===== src/rtl/uart_pkg.sv =====
// ============================================================================
// Module  : uart_pkg
// Brief   : Shared UART receiver types, oversampling constants and divider math.
// Revision: 1.0
// ============================================================================
`default_nettype none

package uart_pkg;

    localparam int unsigned OVERSAMPLE = 16;
    localparam int unsigned MID_SAMPLE = 7;
    localparam int unsigned DATA_BITS  = 8;

    typedef enum logic [2:0] {
        ST_IDLE   = 3'd0,
        ST_START  = 3'd1,
        ST_DATA   = 3'd2,
        ST_PARITY = 3'd3,
        ST_STOP   = 3'd4,
        ST_BREAK  = 3'd5
    } state_e;

    function automatic int unsigned calc_div(input int unsigned clk_freq,
                                             input int unsigned baud);
        int unsigned d;
        d = clk_freq / (baud * OVERSAMPLE);
        return (d < 1) ? 1 : d;
    endfunction

endpackage

`default_nettype wire


===== src/rtl/sync_fifo.sv =====
// ============================================================================
// Module  : sync_fifo
// Brief   : First-word-fall-through FIFO with extra-MSB pointers; a push while
//           full is accepted only when a pop happens in the same cycle.
// Revision: 1.0
// ============================================================================
`default_nettype none

module sync_fifo #(
    parameter int WIDTH = 8,
    parameter int DEPTH = 4
) (
    input  logic             clk,
    input  logic             rst,
    input  logic             push_i,
    input  logic             pop_i,
    input  logic [WIDTH-1:0] din_i,
    output logic [WIDTH-1:0] dout_o,
    output logic             empty_o,
    output logic             full_o
);

    localparam int AW = $clog2(DEPTH);

    logic [AW:0]      wr_ptr_q;
    logic [AW:0]      rd_ptr_q;
    logic [WIDTH-1:0] mem_q [DEPTH];
    logic             w_wr_en;
    logic             w_rd_en;

    assign empty_o = (wr_ptr_q == rd_ptr_q);
    assign full_o  = (wr_ptr_q[AW] != rd_ptr_q[AW]) &&
                     (wr_ptr_q[AW-1:0] == rd_ptr_q[AW-1:0]);
    assign dout_o  = mem_q[rd_ptr_q[AW-1:0]];

    assign w_rd_en = pop_i & ~empty_o;
    // When full, the slot being written is the one vacated by the same-cycle pop.
    assign w_wr_en = push_i & (~full_o | w_rd_en);

    always_ff @(posedge clk or posedge rst) begin
        if (rst) begin
            wr_ptr_q <= '0;
            rd_ptr_q <= '0;
            for (int i = 0; i < DEPTH; i++) begin
                mem_q[i] <= '0;
            end
        end else begin
            if (w_wr_en) begin
                mem_q[wr_ptr_q[AW-1:0]] <= din_i;
                wr_ptr_q                <= wr_ptr_q + 1'b1;
            end
            if (w_rd_en) begin
                rd_ptr_q <= rd_ptr_q + 1'b1;
            end
        end
    end

endmodule

`default_nettype wire


===== src/rtl/uart_rx_fifo.sv =====
// ============================================================================
// Module  : uart_rx_fifo
// Brief   : 16x-oversampled 8N1 UART receiver feeding a FWFT byte FIFO, with
//           framing-error and overrun pulses. Define UART_RX_PARITY_EN to
//           add an even-parity bit between data and stop.
// Revision: 1.0
// ============================================================================
`default_nettype none

module uart_rx_fifo
    import uart_pkg::*;
#(
    parameter int unsigned CLK_FREQ   = 50000000,
    parameter int unsigned BAUD       = 115200,
    parameter int unsigned FIFO_DEPTH = 4
) (
    input  logic       clk,
    input  logic       rst,
    input  logic       rxd,
    input  logic       rd_en_i,
    output logic [7:0] data_o,
    output logic       valid_o,
    output logic       frame_err_o,
    output logic       overrun_o,
    output logic       parity_err_o
);

    localparam int unsigned     DIV       = calc_div(CLK_FREQ, BAUD);
    localparam int              CNT_W     = (DIV > 1) ? $clog2(DIV) : 1;
    localparam logic [CNT_W-1:0] TICK_LAST = CNT_W'(DIV - 1);

    state_e           state_q, state_d;
    logic             meta_q, rxs_q;
    logic [CNT_W-1:0] tcnt_q;
    logic [3:0]       sc_q, sc_d;
    logic [2:0]       idx_q, idx_d;
    logic [7:0]       shift_q, shift_d;
    logic             push_q, push_d;
    logic             ferr_q, ferr_d;
    logic             w_tick, w_mid, w_bit_end, w_tcnt_clr;
    logic             w_pop, w_full, w_empty;
`ifdef UART_RX_PARITY_EN
    logic             par_q, par_d;
    logic             perr_q, perr_d;
    logic             w_par_bad;
`endif

    always_ff @(posedge clk or posedge rst) begin
        if (rst) begin
            meta_q <= 1'b1;
            rxs_q  <= 1'b1;
        end else begin
            meta_q <= rxd;
            rxs_q  <= meta_q;
        end
    end

    assign w_tick    = (tcnt_q == TICK_LAST);
    assign w_mid     = w_tick && (sc_q == 4'(MID_SAMPLE));
    assign w_bit_end = w_tick && (sc_q == 4'(OVERSAMPLE - 1));

    always_ff @(posedge clk or posedge rst) begin
        if (rst) begin
            tcnt_q <= '0;
        end else if (w_tcnt_clr || w_tick) begin
            tcnt_q <= '0;
        end else begin
            tcnt_q <= tcnt_q + 1'b1;
        end
    end

    always_ff @(posedge clk or posedge rst) begin
        if (rst) begin
            state_q <= ST_IDLE;
        end else begin
            state_q <= state_d;
        end
    end

    always_comb begin
        state_d = state_q;
        case (state_q)
            ST_IDLE:  if (!rxs_q) state_d = ST_START;
            ST_START: if (w_mid) state_d = rxs_q ? ST_IDLE : ST_DATA;
            ST_DATA: begin
                if (w_bit_end && idx_q == 3'(DATA_BITS - 1)) begin
`ifdef UART_RX_PARITY_EN
                    state_d = ST_PARITY;
`else
                    state_d = ST_STOP;
`endif
                end
            end
`ifdef UART_RX_PARITY_EN
            ST_PARITY: if (w_bit_end) state_d = ST_STOP;
`endif
            ST_STOP:  if (w_bit_end) state_d = rxs_q ? ST_IDLE : ST_BREAK;
            ST_BREAK: if (rxs_q) state_d = ST_IDLE;
            default:  state_d = ST_IDLE;
        endcase
    end

`ifdef UART_RX_PARITY_EN
    assign w_par_bad = ^{shift_q, par_q};
`endif

    always_comb begin
        sc_d       = w_tick ? sc_q + 4'd1 : sc_q;
        idx_d      = idx_q;
        shift_d    = shift_q;
        push_d     = 1'b0;
        ferr_d     = 1'b0;
        w_tcnt_clr = 1'b0;
`ifdef UART_RX_PARITY_EN
        par_d      = par_q;
        perr_d     = 1'b0;
`endif
        case (state_q)
            ST_IDLE: begin
                if (!rxs_q) begin
                    sc_d       = 4'd0;
                    w_tcnt_clr = 1'b1;
                end
            end
            ST_START: begin
                if (w_mid && !rxs_q) begin
                    sc_d  = 4'd0;
                    idx_d = 3'd0;
                end
            end
            ST_DATA: begin
                if (w_bit_end) begin
                    shift_d[idx_q] = rxs_q;
                    idx_d          = idx_q + 3'd1;
                end
            end
`ifdef UART_RX_PARITY_EN
            ST_PARITY: begin
                if (w_bit_end) par_d = rxs_q;
            end
`endif
            ST_STOP: begin
                if (w_bit_end) begin
                    ferr_d = ~rxs_q;
`ifdef UART_RX_PARITY_EN
                    perr_d = w_par_bad;
                    push_d = rxs_q & ~w_par_bad;
`else
                    push_d = rxs_q;
`endif
                end
            end
            default: ;
        endcase
    end

    always_ff @(posedge clk or posedge rst) begin
        if (rst) begin
            sc_q    <= 4'd0;
            idx_q   <= 3'd0;
            shift_q <= 8'h00;
            push_q  <= 1'b0;
            ferr_q  <= 1'b0;
`ifdef UART_RX_PARITY_EN
            par_q   <= 1'b0;
            perr_q  <= 1'b0;
`endif
        end else begin
            sc_q    <= sc_d;
            idx_q   <= idx_d;
            shift_q <= shift_d;
            push_q  <= push_d;
            ferr_q  <= ferr_d;
`ifdef UART_RX_PARITY_EN
            par_q   <= par_d;
            perr_q  <= perr_d;
`endif
        end
    end

    // shift_q stays stable through the push cycle: the next frame cannot reach DATA yet.
    sync_fifo #(
        .WIDTH (8),
        .DEPTH (FIFO_DEPTH)
    ) u_fifo (
        .clk     (clk),
        .rst     (rst),
        .push_i  (push_q),
        .pop_i   (w_pop),
        .din_i   (shift_q),
        .dout_o  (data_o),
        .empty_o (w_empty),
        .full_o  (w_full)
    );

    assign valid_o     = ~w_empty;
    assign w_pop       = rd_en_i & valid_o;
    assign overrun_o   = push_q & w_full & ~w_pop;
    assign frame_err_o = ferr_q;
`ifdef UART_RX_PARITY_EN
    assign parity_err_o = perr_q;
`else
    assign parity_err_o = 1'b0;
`endif

endmodule

`default_nettype wire


===== config.mk =====
export PLATFORM = sky130hd
export DESIGN_NAME = uart_rx_fifo
export DESIGN_NICKNAME = d
export VERILOG_FILES = /design/src/rtl/uart_pkg.sv /design/src/rtl/sync_fifo.sv /design/src/rtl/uart_rx_fifo.sv
export SDC_FILE = /design/constraint.sdc
export NUM_CORES = 1
export LEC_CHECK = 0
export CORE_MARGIN = 5
export CORE_UTILIZATION = 41
export DETAILED_ROUTE_END_ITERATION = 6
export GPL_ROUTABILITY_DRIVEN = 0
export PLACE_DENSITY = 0.62
export SKIP_LAST_GASP = 1
export SYNTH_ARGS = -nofsm -noshare
export SYNTH_HDL_FRONTEND = slang
export SYNTH_SLANG_ARGS = --single-unit

===== constraint.sdc =====
create_clock -name clk -period 2.35 [get_ports clk]
set_input_delay 0.235 -clock clk [delete_from_list [all_inputs] [get_ports clk]]
set_output_delay 0.235 -clock clk [all_outputs]
set_load 0.02 [all_outputs]

==> impl_metrics.csv <==
group,metric,value,unit
grt,grt_pass1_vias,2011,
detailed_routing,vias,1995,
placement,place_ws,0.2545,ns
placement,dp.cells,360,
clock_tree,cts_buffers,9,
yosys,syn_area,3281,sq um
finish,areaGrowthSynthToFinish,18.69,%
yosys,synth_cell_types,49,
power_and_ir_drop,ir_drop,0.0003341,V
setup_path,start_kind,"register",
sta,tightestPinTransition,0.6041,ns
setup_path,worst_ep_required_time,2.12,ns
die,rows,32,
grt,antenna_found_initial,0,
die,die_h,99.45,um
detailed_routing,drt-vias-per-instance,5.236,
finish,final_core_util,50.13,%
finish,final_cells,381,
detailed_routing,ant_nets,0,
grt,grt_pass1_wl,10070,um
yosys,async_flop_share,100.0,%
die,die_w,99.45,um
clock_tree,cts_hold_buffers,0,
yosys,yosys_warnings,0,
setup_path,cp-end-kind,"output port",
sta,slew_viol_final,0,
finish,layout-drive-gt1-share,35.48,%
detailed_routing,drc,0,
yosys,synth_flop_cell,"dfrtp_1",
setup_path,crit_chain,"buf_12 > mux4_2 > clkdlybuf4s50_1",
placement,dpl.hpwl,3894,um
setup_path,cpLargestDelayFamily,"buffers and inverters",
hold_path,hp-class,"in2async",
sta,fmax,454.1,MHz
sta,fin_ws,0.1481,ns
yosys,synth-seq-cells,65,
die,die_area,9890,sq um
die,initial_core_util,42.24,%
yosys,ys_seq_area_share,49.66,%
run_status,status,"finished clean",
placement,io_buffers,14,
setup_path,critPathMaxFanout,11,
detailed_routing,wirelength,5747,um
die,ioPinCount,16,
power_and_ir_drop,leakage,1.735,nW
yosys,synth_edf_count,0,
grt,grtUsageTotal,12.84,%
detailed_routing,wl_per_cell,15.08,um
power_and_ir_drop,power_density,571.8,nW/um^2
sta,finalSetupViolCount,0,
grt,grt.overflow.total,0,
clock_tree,cts_buffer_depth,2,
clock_tree,path_clk_slew,0.08,ns
clock_tree,cts.sinks,65,
yosys,synthCells,242,
setup_path,crit_path_max_incr_delay,0.55,ns
sta,clock_skew,0.01231,ns
sta,fin_crit,2.202,ns
setup_path,cp_num_buf_inv,2,
detailed_routing,drt-initial-drc-count,60,
detailed_routing,drt-pass1-iter-count,4,
sta,worst_hold_slack,0.2036,ns
die,fp.coreArea,7767,sq um
flow_run,cap_violations,0,
finish,diodes,0,
clock_tree,clk_latency,0.33,ns
grt,grt_max_degree,50,
clock_tree,htree_num_levels,3,
yosys,syn_avg_cell_area,13.56,sq um
setup_path,crit_type,"reg2out",
sta,fin_crit_sh,93.70,%
placement,placed_area,3615,sq um
finish,fin_area,3894,sq um
finish,nNetsFinal,288,
clock_tree,cts_root_buffer,"clkbuf_8",
yosys,synth_fp_nets,256,
sta,hold_viol_final,0,
sta,slew_headroom,59.18,%
setup_path,slowest_stage,"clkdlybuf4s50_1",
setup_path,arrival,1.97,ns
clock_tree,cts_tree,"done",
[layout make-up]
| type | count | area [sq um] |
|---|---|---|
| fillers | 674 | 3874 |
| clock inverters | 6 | 90.09 |
| clock buffers | 10 | 137.6 |
| multi-input cells | 157 | 1575 |
| repair buffers | 32 | 300.3 |
| flip-flops and latches | 65 | 1629 |
| inverters | 9 | 33.78 |
| well taps | 102 | 127.6 |
[cell families after synthesis]
logic type	Yosys count	synth area share, %
simple gates	60	10.72
buf+inv	20	2.745
compound gates	22	7.780
mux	53	20.86
flops	65	49.66
xor+xnor	11	4.310
fa+ha+maj	10	3.814
other cells	1	0.1143
[state kept, by name, indices dropped and copies added, names as in the netlist]
signal,count
u_fifo.wr_ptr_q,3
push_q,1
sc_q,4
rxs_q,1
state_q,3
u_fifo.rd_ptr_q,3
u_fifo.mem_q,32
shift_q,8
meta_q,1
frame_err_o,1
idx_q,3
tcnt_q,5
[where the power goes]
part / internal [mW] / leakage (nW) / total [mW] / switching, mW
Sequential: 1.12 / 0.877 / 1.12 / 0.000760
Combinational: 0.0113 / 0.745 / 0.0434 / 0.0322
Clock: 0.630 / 0.113 / 1.06 / 0.431
Total: 1.76 / 1.74 / 2.23 / 0.464
[synthesized netlist by cell type, types with 2 or more instances]
cell type	count	area [sq um]
nor2_1	10	37.54
buf_4	3	22.52
clkbuf_1	4	15.01
a21oi_1	5	25.02
xor2_1	3	26.28
ha_1	10	125.1
o31ai_1	2	15.01
nor3b_1	3	22.52
xnor2_1	5	43.79
nand2_1	11	41.29
mux2i_1	2	20.02
or4_1	2	15.01
clkbuf_2	2	10.01
xor2_4	2	55.05
and4b_1	2	20.02
nand4_1	8	50.05
o41ai_4	4	110.1
and3_1	2	12.51
dfrtp_1	63	1577
o21ai_0	3	15.01
inv_1	9	33.78
mux4_2	8	180.2
dfstp_2	2	52.55
nand3_1	6	30.03
mux2_2	43	484.2
and2_1	5	31.28
[final timing paths]
check	start	endpoint	slack, ns	cells after the start
min reg2reg	meta_q	rxs_q	0.36	0
max in group asynchronous	rst	push_q	1.55	3
min	rst	tcnt_q[2]	0.20	2
max reg2reg	sc_q[3]	idx_q[0]	0.41	3
max	u_fifo.rd_ptr_q[0]	data_o[0]	0.15	3
min in group clk	rxd	meta_q	0.30	1
[worst register-to-register path, cell delays in order, from the launching register on]
cell       delay [ns]
dfrtp_1          0.47
or4b_4           0.53
a2111oi_4        0.44
mux2_2           0.38
[repair_timing]
item	4_1_cts	5_1_grt
pin swaps	0	2
endpoints found under the setup margin	2	2
setup buffers	1	4
gates resized for setup	1	1
[layout by cell type (no fill, tap or decap), types with 4 or more instances in the layout]
master	n
nand3_1	6
ha_1	10
o41ai_4	4
dfrtp_1	63
buf_4	16
clkdlybuf4s50_1	14
and2_1	5
nand4_1	8
a21oi_1	5
inv_1	8
clkbuf_8	10
xnor2_1	5
nor2_1	9
mux2_2	43
nand2_1	11
mux4_2	8
[layer usage]
layer	GRT usage, %	routed length (um)	up-vias	part of all wire [%]
met1	17.43	2657	1006	46
met4	3.046	29	0	0.50
li1	-	-	960	-
met5	0	0	-	0
met2	19.63	2817	27	49
met3	4.769	242	2	4.2
[metrics by stage]
step,setup TNS (ns),power (mW)
after CTS,0,2.259
after global routing,-0.002722,2.326
after floorplan,0,1.172
final,0,2.226
after global placement,0,1.189
after detailed placement,0,1.189
Note: power is estimated with default switching activity, not from simulation.
